<file path="src/rtl/mult_sequenciador_if.sv">
// Valid/ready operand and result channels of the multiplier sequencer.
// The master drives operands and accepts results; the slave is the sequencer.
interface mult_sequenciador_if #(
    parameter int WIDTH = 16
);
    logic                 in_valid;
    logic                 in_ready;
    logic [WIDTH-1:0]     in_a;
    logic [WIDTH-1:0]     in_b;
    logic                 out_valid;
    logic                 out_ready;
    logic [2*WIDTH-1:0]   out_produto;
    logic                 busy;

    modport master (
        output in_valid, in_a, in_b, out_ready,
        input  in_ready, out_valid, out_produto, busy
    );

    modport slave (
        input  in_valid, in_a, in_b, out_ready,
        output in_ready, out_valid, out_produto, busy
    );
endinterface

</file>
<file path="src/rtl/mult_sequenciador.sv">
// Operand FIFO, run control and result register around a sequential shift-add
// multiplier that needs its operands held for CYCLES edges after its reset drops.
module mult_sequenciador #(
    parameter int WIDTH      = 16,
    parameter int CYCLES     = 32,
    parameter int FIFO_DEPTH = 4
) (
    input  logic                 clk,
    input  logic                 rst_n,
    mult_sequenciador_if.slave   bus,
    output logic [WIDTH-1:0]     mult_multiplicando,
    output logic [WIDTH-1:0]     mult_multiplicador,
    output logic                 mult_reset,
    input  logic [2*WIDTH-1:0]   mult_produto
);
    localparam int            PW      = $clog2(FIFO_DEPTH);
    localparam int            CW      = (CYCLES > 1) ? $clog2(CYCLES) : 1;
    localparam logic [PW:0]   DEPTH_C = (PW + 1)'(FIFO_DEPTH);
    localparam logic [CW-1:0] LAST_C  = CW'(CYCLES - 1);

    typedef enum logic [1:0] {
        S_IDLE = 2'd0,
        S_RUN  = 2'd1,
        S_DONE = 2'd2
    } state_t;

    state_t               state_r;
    state_t               state_s;
    logic [2*WIDTH-1:0]   fifo_mem_r [FIFO_DEPTH];
    logic [PW-1:0]        wr_ptr_r;
    logic [PW-1:0]        rd_ptr_r;
    logic [PW:0]          count_r;
    logic [CW-1:0]        cnt_r;
    logic [WIDTH-1:0]     mult_a_r;
    logic [WIDTH-1:0]     mult_b_r;
    logic                 mult_reset_r;
    logic                 out_valid_r;
    logic [2*WIDTH-1:0]   out_produto_r;
    logic                 full_s;
    logic                 empty_s;
    logic                 push_s;
    logic                 start_s;

    assign full_s  = (count_r == DEPTH_C);
    assign empty_s = (count_r == '0);
    assign push_s  = bus.in_valid && !full_s;
    // Launch only when the result register is free or being drained this cycle.
    assign start_s = (state_r == S_IDLE) && !empty_s && (!out_valid_r || bus.out_ready);

    assign bus.in_ready        = !full_s;
    assign bus.out_valid       = out_valid_r;
    assign bus.out_produto     = out_produto_r;
    assign bus.busy            = (state_r != S_IDLE) || !empty_s;
    assign mult_multiplicando  = mult_a_r;
    assign mult_multiplicador  = mult_b_r;
    assign mult_reset          = mult_reset_r;

    // FIFO storage and pointers.
    always_ff @(posedge clk or negedge rst_n) begin
        if (!rst_n) begin
            for (int i = 0; i < FIFO_DEPTH; i++) begin
                fifo_mem_r[i] <= '0;
            end
            wr_ptr_r <= '0;
            rd_ptr_r <= '0;
            count_r  <= '0;
        end else begin
            if (push_s) begin
                fifo_mem_r[wr_ptr_r] <= {bus.in_a, bus.in_b};
                wr_ptr_r             <= wr_ptr_r + PW'(1);
            end
            if (start_s) begin
                rd_ptr_r <= rd_ptr_r + PW'(1);
            end
            case ({push_s, start_s})
                2'b10:   count_r <= count_r + (PW + 1)'(1);
                2'b01:   count_r <= count_r - (PW + 1)'(1);
                default: count_r <= count_r;
            endcase
        end
    end

    // FSM state register and run counter.
    always_ff @(posedge clk or negedge rst_n) begin
        if (!rst_n) begin
            state_r <= S_IDLE;
            cnt_r   <= '0;
        end else begin
            state_r <= state_s;
            if (start_s) begin
                cnt_r <= '0;
            end else if (state_r == S_RUN) begin
                cnt_r <= cnt_r + CW'(1);
            end
        end
    end

    // Next-state logic.
    always_comb begin
        state_s = state_r;
        case (state_r)
            S_IDLE: begin
                if (start_s) state_s = S_RUN;
                else         state_s = S_IDLE;
            end
            S_RUN: begin
                if (cnt_r == LAST_C) state_s = S_DONE;
                else                 state_s = S_RUN;
            end
            S_DONE:  state_s = S_IDLE;
            default: state_s = S_IDLE;
        endcase
    end

    // Operand registers and multiplier reset; reset is released only while operands are valid.
    always_ff @(posedge clk or negedge rst_n) begin
        if (!rst_n) begin
            mult_a_r     <= '0;
            mult_b_r     <= '0;
            mult_reset_r <= 1'b1;
        end else if (start_s) begin
            {mult_a_r, mult_b_r} <= fifo_mem_r[rd_ptr_r];
            mult_reset_r         <= 1'b0;
        end else if (state_r == S_DONE) begin
            mult_reset_r <= 1'b1;
        end
    end

    // Result register: captured on the edge that ends DONE, before the multiplier is reset.
    always_ff @(posedge clk or negedge rst_n) begin
        if (!rst_n) begin
            out_valid_r   <= 1'b0;
            out_produto_r <= '0;
        end else if (state_r == S_DONE) begin
            out_valid_r   <= 1'b1;
            out_produto_r <= mult_produto;
        end else if (out_valid_r && bus.out_ready) begin
            out_valid_r <= 1'b0;
        end
    end
endmodule

</file>
<file path="src/flat_wrapper.sv">
// flat-port wrapper written by rule: the top's interface ports become plain ports
module mult_sequenciador_flat 
#(
    parameter int WIDTH      = 16,
    parameter int CYCLES     = 32,
    parameter int FIFO_DEPTH = 4
)
  (clk, rst_n, mult_multiplicando, mult_multiplicador, mult_reset, mult_produto, bus_in_valid, bus_in_a, bus_in_b, bus_out_ready, bus_in_ready, bus_out_valid, bus_out_produto, bus_busy);
  mult_sequenciador_if #(.WIDTH(WIDTH)) bus_i ();
  input  logic clk;
  input  logic rst_n;
  output logic [WIDTH-1:0] mult_multiplicando;
  output logic [WIDTH-1:0] mult_multiplicador;
  output logic mult_reset;
  input  logic [2*WIDTH-1:0] mult_produto;
  input wire logic [$bits(bus_i.in_valid)-1:0] bus_in_valid;
  input wire logic [$bits(bus_i.in_a)-1:0] bus_in_a;
  input wire logic [$bits(bus_i.in_b)-1:0] bus_in_b;
  input wire logic [$bits(bus_i.out_ready)-1:0] bus_out_ready;
  output wire logic [$bits(bus_i.in_ready)-1:0] bus_in_ready;
  output wire logic [$bits(bus_i.out_valid)-1:0] bus_out_valid;
  output wire logic [$bits(bus_i.out_produto)-1:0] bus_out_produto;
  output wire logic [$bits(bus_i.busy)-1:0] bus_busy;
  assign bus_i.in_valid = bus_in_valid;
  assign bus_i.in_a = bus_in_a;
  assign bus_i.in_b = bus_in_b;
  assign bus_i.out_ready = bus_out_ready;
  assign bus_in_ready = bus_i.in_ready;
  assign bus_out_valid = bus_i.out_valid;
  assign bus_out_produto = bus_i.out_produto;
  assign bus_busy = bus_i.busy;
  mult_sequenciador #(.WIDTH(WIDTH), .CYCLES(CYCLES), .FIFO_DEPTH(FIFO_DEPTH)) u_core (.clk(clk), .rst_n(rst_n), .bus(bus_i), .mult_multiplicando(mult_multiplicando), .mult_multiplicador(mult_multiplicador), .mult_reset(mult_reset), .mult_produto(mult_produto));
endmodule
</file>
<file path="config.mk">
export PLATFORM = sky130hd
export DESIGN_NAME = mult_sequenciador_flat
export DESIGN_NICKNAME = d
export VERILOG_FILES = /design/src/rtl/mult_sequenciador_if.sv /design/src/rtl/mult_sequenciador.sv /design/src/flat_wrapper.sv
export SDC_FILE = /design/constraint.sdc
export NUM_CORES = 1
export LEC_CHECK = 0
export CELL_PAD_IN_SITES_DETAIL_PLACEMENT = 1
export CELL_PAD_IN_SITES_GLOBAL_PLACEMENT = 1
export CORE_MARGIN = 2
export CORE_UTILIZATION = 45
export DETAILED_ROUTE_END_ITERATION = 10
export HOLD_SLACK_MARGIN = 0.06
export PLACE_DENSITY = 0.88
export SLEW_MARGIN = 20
export SYNTH_ARGS = -nofsm -noshare
export SYNTH_HDL_FRONTEND = slang
export SYNTH_SLANG_ARGS = --single-unit
</file>
<file path="constraint.sdc">
create_clock -name clk -period 2.3 [get_ports clk]
set_input_delay 0.46 -clock clk [delete_from_list [all_inputs] [get_ports clk]]
set_output_delay 0.46 -clock clk [all_outputs]
set_load 0.005 [all_outputs]
</file>
# After elaboration in Yosys (flattened, before gate mapping)
# Cells that the tools add are included.
[word_totals]
wordCells = 63
output_inout_bits = 68
in_bits = 68
ff_bits = 208
[classes]
n_addsub = 5
eq_ne = 6
magnitude_cmp = 3
mux = 16
bitwise_logic = 2
reduce_logical = 17
[op_table]
columns = ["op", "n"]
rows = [
  ["$bwmux W128", 1],
  ["$mux W32", 3],
  ["$bmux W32 S2", 1],
  ["$demux W32 S2", 1],
  ["$mux W5", 2],
  ["$reduce_bool A2 Y1", 5],
  ["$ge A3 B3 Y1 const B", 2],
  ["$not A2 Y3", 2],
  ["$pmux W3 S2", 1],
  ["$add A5 B1 Y5 const B", 1],
  ["$eq A5 B5 Y1 const B", 1],
  ["$logic_and A1 B1 Y1", 5],
  ["$mux W1", 5],
  ["$add A2 B1 Y2 const B", 2],
  ["$eq A2 B1 Y1 const B", 2],
  ["$eq A2 B2 Y1 const B", 2],
  ["$pmux W2 S2", 1],
  ["$add A3 B1 Y3 const B", 1],
  ["$eq A3 B3 Y1 const B", 1],
  ["$logic_not A1 Y1", 3],
  ["$logic_not A3 Y1", 1],
  ["$lt A3 B1 Y1 const B", 1],
  ["$sub A3 B1 Y3 const B", 1],
  ["$logic_not A2 Y1", 1],
  ["2 further kinds", 3],
]

# Depth between registers and ports, before layout
# Gate-level depths: netlist of run 1.
[depth]
ltp_word = 6
depth_mapped = 11
mapped_depth_nobuf = 9

# Worst setup path after synthesis of run 1
# OpenSTA, ideal clock, no wires.
[synth_timing]
kind = "input to register"
start = "input port bus_out_ready"
end = "register u_core.count_r[2]"
cell_stages = 11
arrival_ns = 2.009
path_buffers = 2
path_slack_ns = 0.212
required_time_ns = 2.221
setup_ns = 0.079
path_cell_list = "nand2b_1 > nand3_2 > inv_2 > buf_6 > buf_6 > ha_1 > inv_1 > fa_1 > xor2_1 > nor2_1 > xor2_1"
[synth_via]
elab_chain_cells = 4
elab_cells_between_ends = 6
classes_between = "2 x eq/ne; 1 x mux; 3 x reduce/logical"
[synth_lines]
columns = ["element", "line", "source"]
rows = [
  ["start: declaration", "flat_wrapper.sv:19", "input wire logic [$bits(bus_i.out_ready)-1:0] bus_out_ready;"],
  ["$logic_or A1 B1 Y1 *", "mult_sequenciador.sv:48", "assign start_s = (state_r == S_IDLE) && !empty_s && (!out_valid_r || bus.out_ready);"],
  ["$logic_and A1 B1 Y1 *", "mult_sequenciador.sv:48", ""],
  ["$eq A2 B1 Y1 / $eq A2 B2 Y1 (equally long branches)", "mult_sequenciador.sv:75", "case ({push_s, start_s})"],
  ["$pmux W3 S2 / $reduce_bool A2 Y1 (equally long branches)", "-", ""],
  ["end signal: assignment", "mult_sequenciador.sv:76", "2'b10: count_r <= count_r + (PW + 1)'(1);"],
  ["end signal: assignment", "mult_sequenciador.sv:77", "2'b01: count_r <= count_r - (PW + 1)'(1);"],
  ["end signal: assignment", "mult_sequenciador.sv:78", "default: count_r <= count_r;"],
  ["end: declaration", "mult_sequenciador.sv:32", "logic [PW:0] count_r;"],
]
# Every way passes the cells marked *; elsewhere a longest branch is shown, timed or not.
# A chain may end at the register's enable or synchronous reset.

# Final worst setup path of run 1
[layout_timing]
start = "register u_core.count_r[1]"
end = "output port bus_in_ready"
[layout_via]
elab_chain_cells = 2
[layout_lines]
columns = ["element", "line", "source"]
rows = [
  ["$eq A3 B3 Y1", "mult_sequenciador.sv:44", "assign full_s = (count_r == DEPTH_C);"],
  ["$logic_not A1 Y1", "mult_sequenciador.sv:50", "assign bus.in_ready = !full_s;"],
  ["end: declaration", "flat_wrapper.sv:20", "output wire logic [$bits(bus_i.in_ready)-1:0] bus_in_ready;"],
]
# Every way passes these cells.

==> qor.csv, run 1 <==
stage;metric;value;unit
floorplan;die height;144;um
detailed_routing;routed len/inst;22.6;um
synthesis;ys flop type;dfrtp_1;
worst_setup_path;FF-to-FF End;u_core.count_r[2]$_DFFE_PN0P_;
floorplan;I/O pin cnt;136;
sta;Rel. slew slack;68.2;%
detailed_routing;via count;5045;
global_route;grt ovf;0;
worst_setup_path;reg-to-reg startpoint;u_core.count_r[1]$_DFFE_PN0P_;
detailed_routing;antenna viol nets, final;0;
pwr;power share of the clock group;22.8;%
finish;nets;748;
global_route;pin count of the biggest net entering global routing;56;
finish;layout cell share with drive strength beyond 1;40.8;%
detailed_routing;DRC marker count from the first detailed-route iteration;218;
sta;fin crit share;96.9;%
worst_setup_path;R2R setup slack;200;ps
clocking;CTS Buf Count;23;
place;post-detail-place hpwl;13300;um
worst_setup_path;Max stage delay cell, worst path;dfrtp_1;
detailed_routing;Vias/cell;5.32;
global_route;Tot GR Track Use;21.9;%
sta;unrepaired setup endpoints after global routing;no;
synthesis;synth unique cells;31;
flow_run;max_cap viols;0;
synthesis;Post-synth EDFFs;0;
synthesis;syn_nets;597;
clocking;Clock Latency Late Sink;500;ps
pwr;combinational share of power;36.1;%
status;status;complete, no violations;
finish;synth-to-layout area growth;27.9;%
synthesis;Post-Syn Instances;521;
clocking;Reg clk slew, reported paths;60;ps
worst_setup_path;startpoint type of the worst setup path;register;
worst_setup_path;CP required;1840;ps
floorplan;DIE AREA;20600;um2
clocking;root buffer cell;clkbuf_16;
place;port bufs;135;
detailed_routing;Total Wirelength;21400;um
pwr;worst-case vdd ir drop;0.795;mV
pwr;switching part of the total;29.2;%
clocking;CTS max path bufs;3;
sta;Finish-stage setup viols;0;
synthesis;ys async rst share;100;%
floorplan;Core ar.;19300;um2
global_route;initial antenna violation count;1;
sta;Final min period;2230;ps
clocking;CTS H-tree lvls;1;
synthesis;register area share after synthesis;59.4;%
pwr;power density over the cells;1380;nW/um2
pwr;Tot Pwr;0.0155;W
sta;WHS;468;ps
floorplan;Starting Density;45.5;%
floorplan;die span in x;144;um
clocking;CTS tree;yes;
worst_setup_path;critical path type;reg -> out;
synthesis;average size of a mapped cell;16.8;um2
worst_setup_path;Cell Chain, Critical Path;or3b_4 -> buf_4 -> dlygate4sd2_1;
pwr;sequential power share;41.2;%
synthesis;Synth area leaders;dfrtp_1, mux2_2, mux4_2, buf_6, mux2_1;
synthesis;cell accounting for the most synthesized area;dfrtp_1;
floorplan;Rows;51;
finish;cell area after layout;11200;um2
sta;final clock skew;19.2;ps
synthesis;YS warnings;0;
pwr;switching pwr;0.00452;W
worst_setup_path;WP data arrival;1770;ps
synthesis;flops & latches, synth;208;
detailed_routing;TritonRoute pass-1 iters;7;
clocking;# clock sinks;208;
sta;final number of hold-violating endpoints;0;
place;GP Congestion;0.774;
worst_setup_path;CP endpoint kind;output port;
hold_path;Worst Hold Class;in -> async;
synthesis;Cell Area, Synth;8770;um2
detailed_routing;DRC errors left;0;
sta;f_max;0.449;GHz
worst_setup_path;worst reg2reg path depth;8;
place;Post-DP Area;10500;um2
worst_setup_path;crit-path max FO;5;
synthesis;Synth top area share;59.1;%
pwr;P_int;0.0110;W
pwr;Leak Pwr;4.71;nW
global_route;number of global-route vias before repair;6040;
global_route;global-route wire length before repair;34400;um
worst_setup_path;biggest cell delay along the critical path;420;ps
sta;max-slew violations;0;
sta;Slew @ Worst Pin;477;ps
==> power groups by stage <==
stage               Sequential (W)  Clock [W]  Combinational, W
floorplan                  0.00593          0           0.00388
global placement           0.00614          0           0.00523
detailed placement         0.00636          0           0.00555
CTS                        0.00637    0.00361           0.00569
global route               0.00657    0.00375           0.00605
finish                     0.00637    0.00353           0.00558
==> stage by stage <==
| step | std cells | TNS [ps] | setup slack, ps | util [%] |
|---|---|---|---|---|
| after global routing | 948 | 0 | 9.45 | 58.2 |
| after global placement | 910 | -7.16 | -7.16 | 54.4 |
| after CTS | 947 | 0 | 14.9 | 58.2 |
| after detailed placement | 910 | -82.9 | -82.9 | 54.4 |
| after floorplan | 521 | 0 | 212 | - |
| final | 948 | 0 | 70.5 | 58.2 |
==> repair_timing <==
item,4_1_cts,5_1_grt
hold endpoints to repair,43,0
endpoints found under the setup margin,2,1
hold buffers,1,0
setup buffers,1,0
gates resized for setup,3,1
==> routing by layer <==
layer	global-route usage, %	wire length (um)	up-vias
met4	5.11	318	0
met1	25.2	8270	2728
met5	0	0	-
met3	3.37	691	23
met2	42.3	12200	106
li1	-	-	2188
==> layout make-up <==
class	instances	area (um2)
multi-input cells	275	3300
clock buffers	34	687
well taps	265	332
fillers	1779	8060
diodes	1	2.50
flip-flops and latches	208	5210
repair buffers	156	1630
inverters	8	30.0
clock inverters	1	30.0
==> flip-flops by register name, indices dropped and copies added (netlist names) <==
register and count:
u_core.bus.out_produto 32, u_core.bus.out_valid 1, u_core.cnt_r 5, u_core.count_r 3, u_core.fifo_mem_r 128, u_core.mult_multiplicador 16, u_core.mult_multiplicando 16, u_core.mult_reset 1
u_core.rd_ptr_r 2, u_core.state_r 2, u_core.wr_ptr_r 2
==> how the worst max path moves through the flow <==
stage                                   from  cells past startpoint  slack (ps)                            end
3_3_place_gp                   bus_out_ready                     10          -7  u_core.count_r[2]$_DFFE_PN0P_
5_1_grt        u_core.count_r[1]$_DFFE_PN0P_                      3           9                   bus_in_ready
2_1_floorplan                  bus_out_ready                     11         210  u_core.count_r[2]$_DFFE_PN0P_
6_report       u_core.count_r[1]$_DFFE_PN0P_                      3          70                   bus_in_ready
4_1_cts        u_core.count_r[1]$_DFFE_PN0P_                      3          10                       bus_busy
3_5_place_dp                   bus_out_ready                     10         -80  u_core.count_r[2]$_DFFE_PN0P_
==> cells in the mapped netlist (all sizes together), types with 2 or more instances <==
cell    count
buf        26
clkbuf      4
dfrtp     207
ha          7
inv         8
mux2      193
mux2i       2
mux4       32
nand2       3
nand2b      3
nand3       6
nor2        9
o21ai       3
or3         2
xnor2       4
xor2        4
==> cell usage in the layout, fill, tap and decap left out, types with 2 or more instances in the layout <==
cell type / n
xor2_1: 4
mux2_1: 11
mux2_2: 179
clkdlybuf4s50_1: 132
buf_4: 11
ha_1: 7
clkbuf_16: 23
mux2_4: 3
clkbuf_8: 8
dfrtp_2: 2
buf_12: 9
clkbuf_1: 4
o21ai_0: 3
nor2_1: 9
nand3_2: 5
dfrtp_1: 205
mux4_2: 32
nand2_1: 3
nand2b_1: 3
inv_1: 7
mux2i_1: 2
xnor2_1: 4
==> worst max-delay path: cells and delay by family, from the launching register on <==
kind                   cells  cell delay [ps]
buffers and inverters      2              430
DFF                        1              420
and+or+nand+nor            1              420
==> cell families after synthesis <==
group           count (synthesis)  synth area share, %
mux                           227                 33.4
flops                         208                 59.4
buf+inv                        38                 3.08
simple gates                   28                 1.95
xor+xnor                        8                0.799
fa+ha+maj                       8                 1.23
compound gates                  4                0.228
Power figures use the tool's default switching activity.
==> inputs of run 2 (changes only) <==
SLEW_MARGIN = unset   (was 20)
==> results of run 2 <==
Same layout as run 1: the final DEF is identical, and so are final timing and power.
==> edit, RTL diff (settings of run 2) <==
`WIDTH` is set to 16 in 3 places; all go to 32.
--- a/src/rtl/mult_sequenciador_if.sv
+++ b/src/rtl/mult_sequenciador_if.sv
@@ -1,7 +1,7 @@
 // Valid/ready operand and result channels of the multiplier sequencer.
 // The master drives operands and accepts results; the slave is the sequencer.
 interface mult_sequenciador_if #(
-    parameter int WIDTH = 16
+    parameter int WIDTH = 32
 );
     logic                 in_valid;
     logic                 in_ready;
--- a/src/rtl/mult_sequenciador.sv
+++ b/src/rtl/mult_sequenciador.sv
@@ -1,7 +1,7 @@
 // Operand FIFO, run control and result register around a sequential shift-add
 // multiplier that needs its operands held for CYCLES edges after its reset drops.
 module mult_sequenciador #(
-    parameter int WIDTH      = 16,
+    parameter int WIDTH      = 32,
     parameter int CYCLES     = 32,
     parameter int FIFO_DEPTH = 4
 ) (
--- a/src/flat_wrapper.sv
+++ b/src/flat_wrapper.sv
@@ -1,7 +1,7 @@
 // flat-port wrapper written by rule: the top's interface ports become plain ports
 module mult_sequenciador_flat 
 #(
-    parameter int WIDTH      = 16,
+    parameter int WIDTH      = 32,
     parameter int CYCLES     = 32,
     parameter int FIFO_DEPTH = 4
 )
Interface: changed (6 resized); port bits go from 136 to 264. No check against the original RTL was run, so the function may have changed too.
==> edit against run 2 <==
  * Total power is 94% higher
  * Hold slack worse by 0.0067 ns
  * Routed wire length is 92% higher
  * Worst setup slack better by 0.0046 ns
  * Clock skew is 0.0028 ns lower
  * Sequential cell count is 192 higher
  * Synthesized area is 93% higher
  * Final area is 94% higher
  * Highest routed layer is now met5
==> edit: results (changes against run 2) <==
| Metric | Value |
|---|---|
| Status | `finished clean` |
| Final WL | `41,100 µm (+92%)` |
| Worst skew pair latency | `0.56 ns (+0.06 ns)` |
| Nets | `1,396 (+87%)` |
| Post-Syn Nets | `1,101 (+84%)` |
| RePlAce Congestion | `0.717 (-7.3%)` |
| H-Tree Depth | `2 (+1)` |
| Count of buffers from port buffering | `263 (+95%)` |
| Worst clock skew | `0.0163 ns (-0.00284 ns)` |
| Initial antenna violation count | `2 (+1)` |
| FILL cells | `3,355 (+89%)` |
| Routed via count | `9,516 (+89%)` |
| Placed Cells | `1,716 (+89%)` |
| Largest cells by area after synthesis | `dfrtp_1 59%, mux2_2 21%, mux4_2 8.5%` |
| DR pass1 iterations | `4 (-3)` |
| Maximum VDD drop | `0.000853 V (+7.4%)` |
| Share of layout cells above drive strength 1 | `44.5% (+3.7 points)` |
| Hold WS | `0.461 ns (-0.00671 ns)` |
| Gr usage total | `21.7% (-0.17 points)` |
| PostCTS Resize Cnt | `6 (+3)` |
| Max transition margin | `62.8% (-5.4 points)` |
| DR WL/cell | `22.8 µm (+0.79%)` |
| FF-to-FF setup slack | `0.22 ns (+0.02 ns)` |
| Worst r2r src | `u_core.state_r[1]$_DFF_PN0_` |
| Area after DPL | `0.0203 mm² (+94%)` |
| Max reg flops | `256 (+100%)` |
| Int Pwr | `21.4 mW (+95%)` |
| First-pass GRT wire length | `64,900 µm (+88%)` |
edit: changes by cell type in the layout (fill, tap and decap cells not counted), moves of 4 or more:
cell,before,now
mux2_2,179,323
clkbuf_1,4,8
clkdlybuf4s50_1,132,260
mux2_4,3,60
mux4_2,32,64
buf_4,11,18
clkbuf_16,23,46
dfrtp_1,205,397
clkbuf_8,8,12
nand3_2,5,1
mux2_1,11,2
buf_12,9,21
clkinv_2,0,14
nand3_4,0,4
edit: stage by stage:
stage                     worst slack, ns  total power, mW
after floorplan                     0.220             19.2
after global placement            -0.0496             22.4
after detailed placement          -0.0364             23.2
after CTS                         0.00546             30.4
after global routing              0.00702             31.7
final                              0.0751             30.0
edit: cells by family after synthesis:
| group | Yosys count | share of synthesized area, % |
|---|---|---|
| multiplexers | 451 | 35.5 |
| flip-flops | 400 | 59.0 |
| buffers and inverters | 62 | 3.13 |
| AND/OR/NAND/NOR | 27 | 1.15 |
| adder cells (fa/ha/maj) | 8 | 0.634 |
| XOR/XNOR | 8 | 0.413 |
| AO/OA/AOI/OAI | 5 | 0.148 |
edit: worst max path at each step:
| stage | endpoint | slack (ns) | depth (start not counted) |
|---|---|---|---|
| 2_1_floorplan | u_core.count_r[2]$_DFFE_PN0P_ | 0.22 | 9 |
| 3_3_place_gp | u_core.count_r[2]$_DFFE_PN0P_ | -0.05 | 10 |
| 3_5_place_dp | u_core.count_r[2]$_DFFE_PN0P_ | -0.04 | 10 |
| 4_1_cts | bus_busy | 0.005 | 3 |
| 5_1_grt | bus_in_ready | 0.007 | 3 |
| 6_report | bus_in_ready | 0.08 | 3 |
edit: power by group through the flow:
stage | sequential, mW | combinational [mW] | clock (mW)
floorplan | 11.4 | 7.80 | 0
global placement | 11.8 | 10.6 | 0
detailed placement | 12.0 | 11.1 | 0
CTS | 12.0 | 11.2 | 7.10
global route | 12.4 | 11.9 | 7.37
finish | 12.0 | 11.1 | 6.90
edit: cell type report:
cell class,instances,area [µm²],area share (%)
Antenna cell,1,2.50,0.0115
Clock buffer,66,1350,6.18
Clock inverter,15,88.8,0.408
Inverter,7,27.5,0.126
Multi-Input combinational cell,499,6440,29.6
Sequential cell,400,10000,46.0
Tap cell,511,639,2.94
Timing Repair Buffer,304,3220,14.8
edit: metal layers:
metal	global-route usage [%]	share of wire (%)	wire [µm]	up-vias
met3	4.29	4.1	1690	69
met2	37.8	53	21600	189
met5	0	0.019	8	-
li1	-	-	-	4115
met4	7.74	2.9	1190	2
met1	26.8	40	16600	5141
edit: worst max-delay path: stages (launching register included):
cell and delay [ns]:
dfrtp_1 0.40, or3b_1 0.42, buf_6 0.16, clkdlybuf4s15_2 0.23
